<file path="config.mk">
export PLATFORM = sky130hd
export DESIGN_NAME = conv_tile_scheduler
export DESIGN_NICKNAME = d
export VERILOG_FILES = /design/src/rtl/conv_tile_scheduler.sv
export SDC_FILE = /design/constraint.sdc
export NUM_CORES = 1
export LEC_CHECK = 0
export ABC_AREA = 0
export CAP_MARGIN = 10
export CELL_PAD_IN_SITES_DETAIL_PLACEMENT = 1
export CELL_PAD_IN_SITES_GLOBAL_PLACEMENT = 1
export CORE_ASPECT_RATIO = 1.75
export CORE_MARGIN = 5
export CORE_UTILIZATION = 38
export CTS_CLUSTER_DIAMETER = 60
export CTS_CLUSTER_SIZE = 30
export DETAILED_ROUTE_END_ITERATION = 7
export PLACE_DENSITY_LB_ADDON = 0.1
export SLEW_MARGIN = 20
export SYNTH_ARGS = -nofsm -noshare
export SYNTH_HDL_FRONTEND = slang
export SYNTH_SLANG_ARGS = --single-unit
</file>
<file path="constraint.sdc">
create_clock -name clk -period 2.45 [get_ports clk]
set_input_delay 0.3675 -clock clk [delete_from_list [all_inputs] [get_ports clk]]
set_output_delay 0.3675 -clock clk [all_outputs]
set_load 0.02 [all_outputs]
</file>
<file path="src/rtl/conv_tile_scheduler.sv">
// Layer sequencer: walks output-channel groups and spatial tiles, handshaking the
// buffer load, one PE pass, partial-sum drain and writeback for every tile.
module conv_tile_scheduler #(
  parameter int TILE_W_BITS = 4,
  parameter int PE_TIMEOUT  = 1023
) (
  input  logic                   clk,
  input  logic                   rst,
  input  logic                   start,
  input  logic                   abort,
  input  logic [1:0]             cfg_ci,
  input  logic [1:0]             cfg_co,
  input  logic [TILE_W_BITS-1:0] cfg_tiles_x,
  input  logic [TILE_W_BITS-1:0] cfg_tiles_y,
  output logic                   pe_start_conv,
  output logic                   pe_start_again,
  input  logic                   pe_last_ch,
  output logic                   load_req,
  input  logic                   load_done,
  output logic                   wb_req,
  input  logic                   wb_done,
  output logic [TILE_W_BITS-1:0] tile_x,
  output logic [TILE_W_BITS-1:0] tile_y,
  output logic [1:0]             co_grp,
  output logic                   busy,
  output logic                   layer_done,
  output logic                   err_timeout
);

  localparam int TMR_W = (PE_TIMEOUT < 2) ? 1 : $clog2(PE_TIMEOUT + 1);

  typedef enum logic [2:0] {IDLE, CFG, LOAD, RUN, WAIT_PE, WB, NEXT, DONE} state_t;

  state_t                 state_reg, state_next;
  logic [1:0]             cfg_ci_reg, cfg_ci_next;
  logic [1:0]             cfg_co_reg, cfg_co_next;
  logic [TILE_W_BITS-1:0] cfg_tx_reg, cfg_tx_next;
  logic [TILE_W_BITS-1:0] cfg_ty_reg, cfg_ty_next;
  logic [TILE_W_BITS-1:0] tile_x_reg, tile_x_next;
  logic [TILE_W_BITS-1:0] tile_y_reg, tile_y_next;
  logic [1:0]             co_grp_reg, co_grp_next;
  logic                   err_reg, err_next;
  logic [TMR_W-1:0]       timer_reg, timer_next;
  logic                   pe_last_prev_reg;
  logic                   conv_reg, again_reg, load_req_reg, wb_req_reg, busy_reg, done_reg;
  logic                   pe_fall, timeout_hit, last_tile;
  logic                   unused_cfg_ci;

  // cfg_ci only travels with the layer for observation; nothing here consumes it.
  assign unused_cfg_ci = ^cfg_ci_reg;

  assign pe_fall     = pe_last_prev_reg && !pe_last_ch;
  // timer_reg counts cycles since the RUN strobe, so the error lands PE_TIMEOUT cycles after it
  assign timeout_hit = (PE_TIMEOUT != 0) && ((32'(timer_reg) + 32'd1) >= 32'(PE_TIMEOUT));
  assign last_tile   = (co_grp_reg == cfg_co_reg) && (tile_y_reg == cfg_ty_reg) &&
                       (tile_x_reg == cfg_tx_reg);

  always_comb begin
    state_next  = state_reg;
    cfg_ci_next = cfg_ci_reg;
    cfg_co_next = cfg_co_reg;
    cfg_tx_next = cfg_tx_reg;
    cfg_ty_next = cfg_ty_reg;
    tile_x_next = tile_x_reg;
    tile_y_next = tile_y_reg;
    co_grp_next = co_grp_reg;
    err_next    = err_reg;
    timer_next  = timer_reg;
    if (abort) begin
      state_next = IDLE;
    end else begin
      case (state_reg)
        IDLE: begin
          if (start) begin
            state_next  = CFG;
            cfg_ci_next = cfg_ci;
            cfg_co_next = cfg_co;
            cfg_tx_next = cfg_tiles_x;
            cfg_ty_next = cfg_tiles_y;
            tile_x_next = '0;
            tile_y_next = '0;
            co_grp_next = '0;
            err_next    = 1'b0;
          end
        end
        CFG:  state_next = LOAD;
        LOAD: if (load_done) state_next = RUN;
        RUN: begin
          timer_next = TMR_W'(1);
          state_next = WAIT_PE;
        end
        WAIT_PE: begin
          timer_next = timer_reg + TMR_W'(1);
          if (pe_fall) begin
            state_next = WB;
          end else if (timeout_hit) begin
            state_next = DONE;
            err_next   = 1'b1;
          end
        end
        WB: if (wb_done) state_next = NEXT;
        NEXT: begin
          if (last_tile) begin
            state_next = DONE;
          end else begin
            state_next = LOAD;
            if (tile_x_reg == cfg_tx_reg) begin
              tile_x_next = '0;
              if (tile_y_reg == cfg_ty_reg) begin
                tile_y_next = '0;
                co_grp_next = co_grp_reg + 2'd1;
              end else begin
                tile_y_next = tile_y_reg + TILE_W_BITS'(1);
              end
            end else begin
              tile_x_next = tile_x_reg + TILE_W_BITS'(1);
            end
          end
        end
        DONE:    state_next = IDLE;
        default: state_next = IDLE;
      endcase
    end
  end

  // Output flags are decoded from the next state so every output is a flop.
  always_ff @(posedge clk) begin
    if (rst) begin
      state_reg        <= IDLE;
      cfg_ci_reg       <= '0;
      cfg_co_reg       <= '0;
      cfg_tx_reg       <= '0;
      cfg_ty_reg       <= '0;
      tile_x_reg       <= '0;
      tile_y_reg       <= '0;
      co_grp_reg       <= '0;
      err_reg          <= 1'b0;
      timer_reg        <= '0;
      pe_last_prev_reg <= 1'b0;
      conv_reg         <= 1'b0;
      again_reg        <= 1'b0;
      load_req_reg     <= 1'b0;
      wb_req_reg       <= 1'b0;
      busy_reg         <= 1'b0;
      done_reg         <= 1'b0;
    end else begin
      state_reg        <= state_next;
      cfg_ci_reg       <= cfg_ci_next;
      cfg_co_reg       <= cfg_co_next;
      cfg_tx_reg       <= cfg_tx_next;
      cfg_ty_reg       <= cfg_ty_next;
      tile_x_reg       <= tile_x_next;
      tile_y_reg       <= tile_y_next;
      co_grp_reg       <= co_grp_next;
      err_reg          <= err_next;
      timer_reg        <= timer_next;
      pe_last_prev_reg <= pe_last_ch;
      conv_reg         <= (state_next == CFG);
      again_reg        <= (state_next == RUN);
      load_req_reg     <= (state_next == LOAD);
      wb_req_reg       <= (state_next == WB);
      busy_reg         <= (state_next != IDLE);
      done_reg         <= (state_next == DONE);
    end
  end

  assign pe_start_conv  = conv_reg;
  assign pe_start_again = again_reg;
  assign load_req       = load_req_reg;
  assign wb_req         = wb_req_reg;
  assign tile_x         = tile_x_reg;
  assign tile_y         = tile_y_reg;
  assign co_grp         = co_grp_reg;
  assign busy           = busy_reg;
  assign layer_done     = done_reg;
  assign err_timeout    = err_reg;

endmodule

</file>
==> metrics.log <==
[metrics] outcome: finished clean
[metrics] register-to-register path setup slack: ~0.18 ns
[metrics] R2R depth: 6
[metrics] fin crit period: between 2 and 2.5 ns
[metrics] GRT Overall Usage: 0.1827
[metrics] chip height: between 100 and 150 um
[metrics] total overflow reported by the global router: 0
[metrics] unique cell type count in the Yosys netlist: 44
[metrics] initial core utilization: 0.3924
[metrics] clock-pin transition on the worst setup and hold timing paths: ~0.080 ns
[metrics] aggregate negative setup slack: 0 ns
[metrics] worst-case headroom to the max-slew limit: 0.6336
[metrics] arrival time reported for the critical path endpoint: between 2 and 2.5 ns
[metrics] utilization after layout: 0.5178
[metrics] category of the most critical setup path: reg2reg
[metrics] Hold Path Depth: 2
[metrics] setup skew after layout: ~0.0031 ns
[metrics] global-route wire length before repair: between 10000 and 15000 um
[metrics] Final Hold Viols: 0
[metrics] Floorplan Core Area: 0.005299 mm2
[metrics] FP Rows: 35
[metrics] post-synthesis async set-or-reset flop share: 0
[metrics] Critical Path Source Type: flip-flop
[metrics] Worst-Margin Slew: about 0.55 ns
[metrics] Resize count post-CTS: 0
[metrics] buffers inserted during post-CTS setup optimization: 0
[metrics] most used standard cell by instance count after synthesis: sky130_fd_sc_hd__dfxtp_1
[metrics] cell accounting for the most synthesized area: sky130_fd_sc_hd__dfxtp_1
[metrics] CTS buffer count: 5
[metrics] flip-flop count of the largest register after layout: 10
[metrics] net count reported at finish: roughly 330
[metrics] CTS Hold Buffers Added: 0
[metrics] worst vdd rail ir drop: roughly 0.00037 V
[metrics] top post-synthesis cells by count: sky130_fd_sc_hd__dfxtp_1, sky130_fd_sc_hd__nor2_1, sky130_fd_sc_hd__a21oi_1, sky130_fd_sc_hd__nand2_1, sky130_fd_sc_hd__xor2_1
[metrics] Synth Cell Area: about 0.0021 mm2
[metrics] Final Slew Violations: 0
[metrics] critical-path maximum fanout: 9
[metrics] end point of the most critical hold path: cfg_co_reg[0]$_SDFFE_PP0P_
[metrics] longest individual stage delay on the worst path: 0.50 ns
[metrics] worst hold path class: reg2reg
[metrics] Synthesis Warnings: 0
[metrics] reg2reg start: state_reg[2]$_SDFF_PP0_
[metrics] total number of vias: 2043
[metrics] final setup vio count: 0
[metrics] Synthesized Nets: 287
[metrics] critical path cell sequence: buf_4 > nand3b_1 > nor3_1 > nand3_1 > a31oi_1 > nor3b_1
[metrics] highest-delay cell along the critical path: sky130_fd_sc_hd__a31oi_1
[metrics] buffers and inverters on the worst path: 1
[metrics] Total Power Consumption: around 1.5 mW
[metrics] pin count of the biggest net entering global routing: 14
[metrics] post-detailed-routing wire length: between 5000 and 6000 um
[metrics] setup repair after global routing missed its margin: no
[metrics] clock tree root driver cell: sky130_fd_sc_hd__clkbuf_8
[metrics] number of search-and-repair iterations in the first detailed-routing pass: 4
[metrics] Cell Count Post-Placement: about 380
[metrics] Filler cells: ~670
[metrics] insertion delay to the later sink of the worst-skew pair: 0.29 ns
[metrics] critical path startpoint: state_reg[2]$_SDFF_PP0_
[metrics] Place WS: -0.09527 ns
[metrics] Post-synth top flop: sky130_fd_sc_hd__dfxtp_1
[metrics] CP top delay family: simple AND/OR/NAND/NOR gates
[metrics] maximum root-to-sink buffer count: 2
[metrics] critical register-to-register path endpoint: layer_done$_SDFF_PP0_
[metrics] final cell count without fillers: approximately 390
[metrics] io pins: 36
[metrics] DP HPWL: between 4000 and 5000 um
[metrics] number of enable-type register cells in the synthesized netlist: 0
[metrics] startpoint of the most critical hold path: cfg_co_reg[0]$_SDFFE_PP0P_
[metrics] area of the multi-input gates: between 0.001 and 0.0015 mm2
[metrics] via count of the first global-routing pass: ~2200
[metrics] endpoint class of the critical path: flip-flop
[metrics] Routability Congestion: ~0.82
[metrics] average cell area after synthesis: roughly 7.9 um2
[metrics] pwr dens: 539.5 mW/mm2
[metrics] fraction of synthesized cell area taken by the top area cell type: 0.3947
[metrics] cell types occupying the most area after synthesis: sky130_fd_sc_hd__dfxtp_1, sky130_fd_sc_hd__a21oi_1, sky130_fd_sc_hd__nor2_1
[metrics] part of the Yosys area used for sequential elements: 0.3947
[metrics] number of buffers added on ports: 33
[metrics] PnR worst setup slack: 0.1819 ns
[metrics] leakage power figure: about 1.0 nW
[metrics] CTS tree: done
[metrics] maximum frequency from static timing analysis: approximately 440 MHz
[metrics] initial antenna violation count: 0
[metrics] post-detailed-route wirelength per cell: about 15 um
[metrics] share of layout cells above drive strength 1: 0.1186
[metrics] Die Area: between 0.007 and 0.008 mm2
[metrics] layout overhead on the synthesized area: 31.95%
[metrics] Yosys reg bits: 41
[metrics] starting DRC count in detailed routing: 119
[metrics] average vias per placed instance: 5.293
[metrics] DRC viols: 0
[metrics] number of antenna diodes: 0
[metrics] CTS sink cnt: 41
[metrics] count of H-tree levels built during CTS: 2
[metrics] CP required: roughly 2.7 ns
[metrics] sequential standard cell area: between 800 and 900 um2
[metrics] fin crit share: 0.9258
[metrics] max-cap violation count: 0
[metrics] remaining antenna violation count after routing: 0
[metrics] post-synthesis cell count: around 260
[metrics] Die Width: approximately 66 um
## per-layer routing
metal  global-route usage  share of wire  wire length [um]
met4              0.07864          0.024               139
met1               0.1735           0.36              2117
met5                    0              0                 0
met3              0.02508          0.024               140
met2               0.3676           0.59              3480
## worst max path at each step
stage                               endpoint  cells past startpoint
CTS                 pe_start_conv$_SDFF_PP0_                      7
detailed placement    tile_y[2]$_SDFFE_PP0P_                      7
global placement      tile_y[2]$_SDFFE_PP0P_                      7
finish                 layer_done$_SDFF_PP0_                      6
floorplan             co_grp[1]$_SDFFE_PP0P_                      6
global route                 busy$_SDFF_PP0_                      7
## metrics by stage
stage | instance area [um2] | hold WS [ns]
floorplan | 2079 | 0.4478
global placement | 2601 | 0.4545
detailed placement | 2601 | 0.4628
CTS | 2735 | 0.4746
global route | 2744 | 0.4974
finish | 2744 | 0.4708
## placed cells by master (no fill, tap or decap), types with 7 or more instances in the layout
master / instances
sky130_fd_sc_hd__xor2_1: 13
sky130_fd_sc_hd__dfxtp_1: 41
sky130_fd_sc_hd__nand2b_1: 7
sky130_fd_sc_hd__buf_4: 21
sky130_fd_sc_hd__a21oi_1: 30
sky130_fd_sc_hd__nor3_1: 11
sky130_fd_sc_hd__nor2_1: 31
sky130_fd_sc_hd__clkdlybuf4s50_1: 33
sky130_fd_sc_hd__nand2_1: 30
sky130_fd_sc_hd__inv_1: 9
sky130_fd_sc_hd__o21ai_0: 11
## final cells by class
type | count | area share
tap | 74 | 0.03374
clock inverter | 3 | 0.02371
multi-input combinational | 200 | 0.4282
sequential | 41 | 0.2991
clock buffer | 5 | 0.02508
timing repair buffer | 54 | 0.1778
inverter | 9 | 0.01231
## report_power, final
group / switching (mW) / leakage [nW] / internal [mW]
registers: 0.0113 / 0.332 / 0.679
logic: 0.0690 / 0.628 / 0.0736
clock network: 0.243 / 0.0681 / 0.405
## tightest hold or removal path: stages, from the launching register on
cell and delay (ns):
sky130_fd_sc_hd__dfxtp_1 0.32, sky130_fd_sc_hd__nand2_1 0.05, sky130_fd_sc_hd__a21oi_1 0.05
## logic make-up (layout without fill, tap and decap cells)
family / count (synthesis) / after routing / share of synthesized area
buf+inv: 23 / 71 / 0.04452
compound gates: 57 / 57 / 0.1661
mux: 2 / 2 / 0.009627
xor+xnor: 15 / 15 / 0.06318
flops: 41 / 41 / 0.3947
fa+ha+maj: 4 / 4 / 0.02407
simple gates: 122 / 122 / 0.2978
Power figures use the tool's default switching activity.
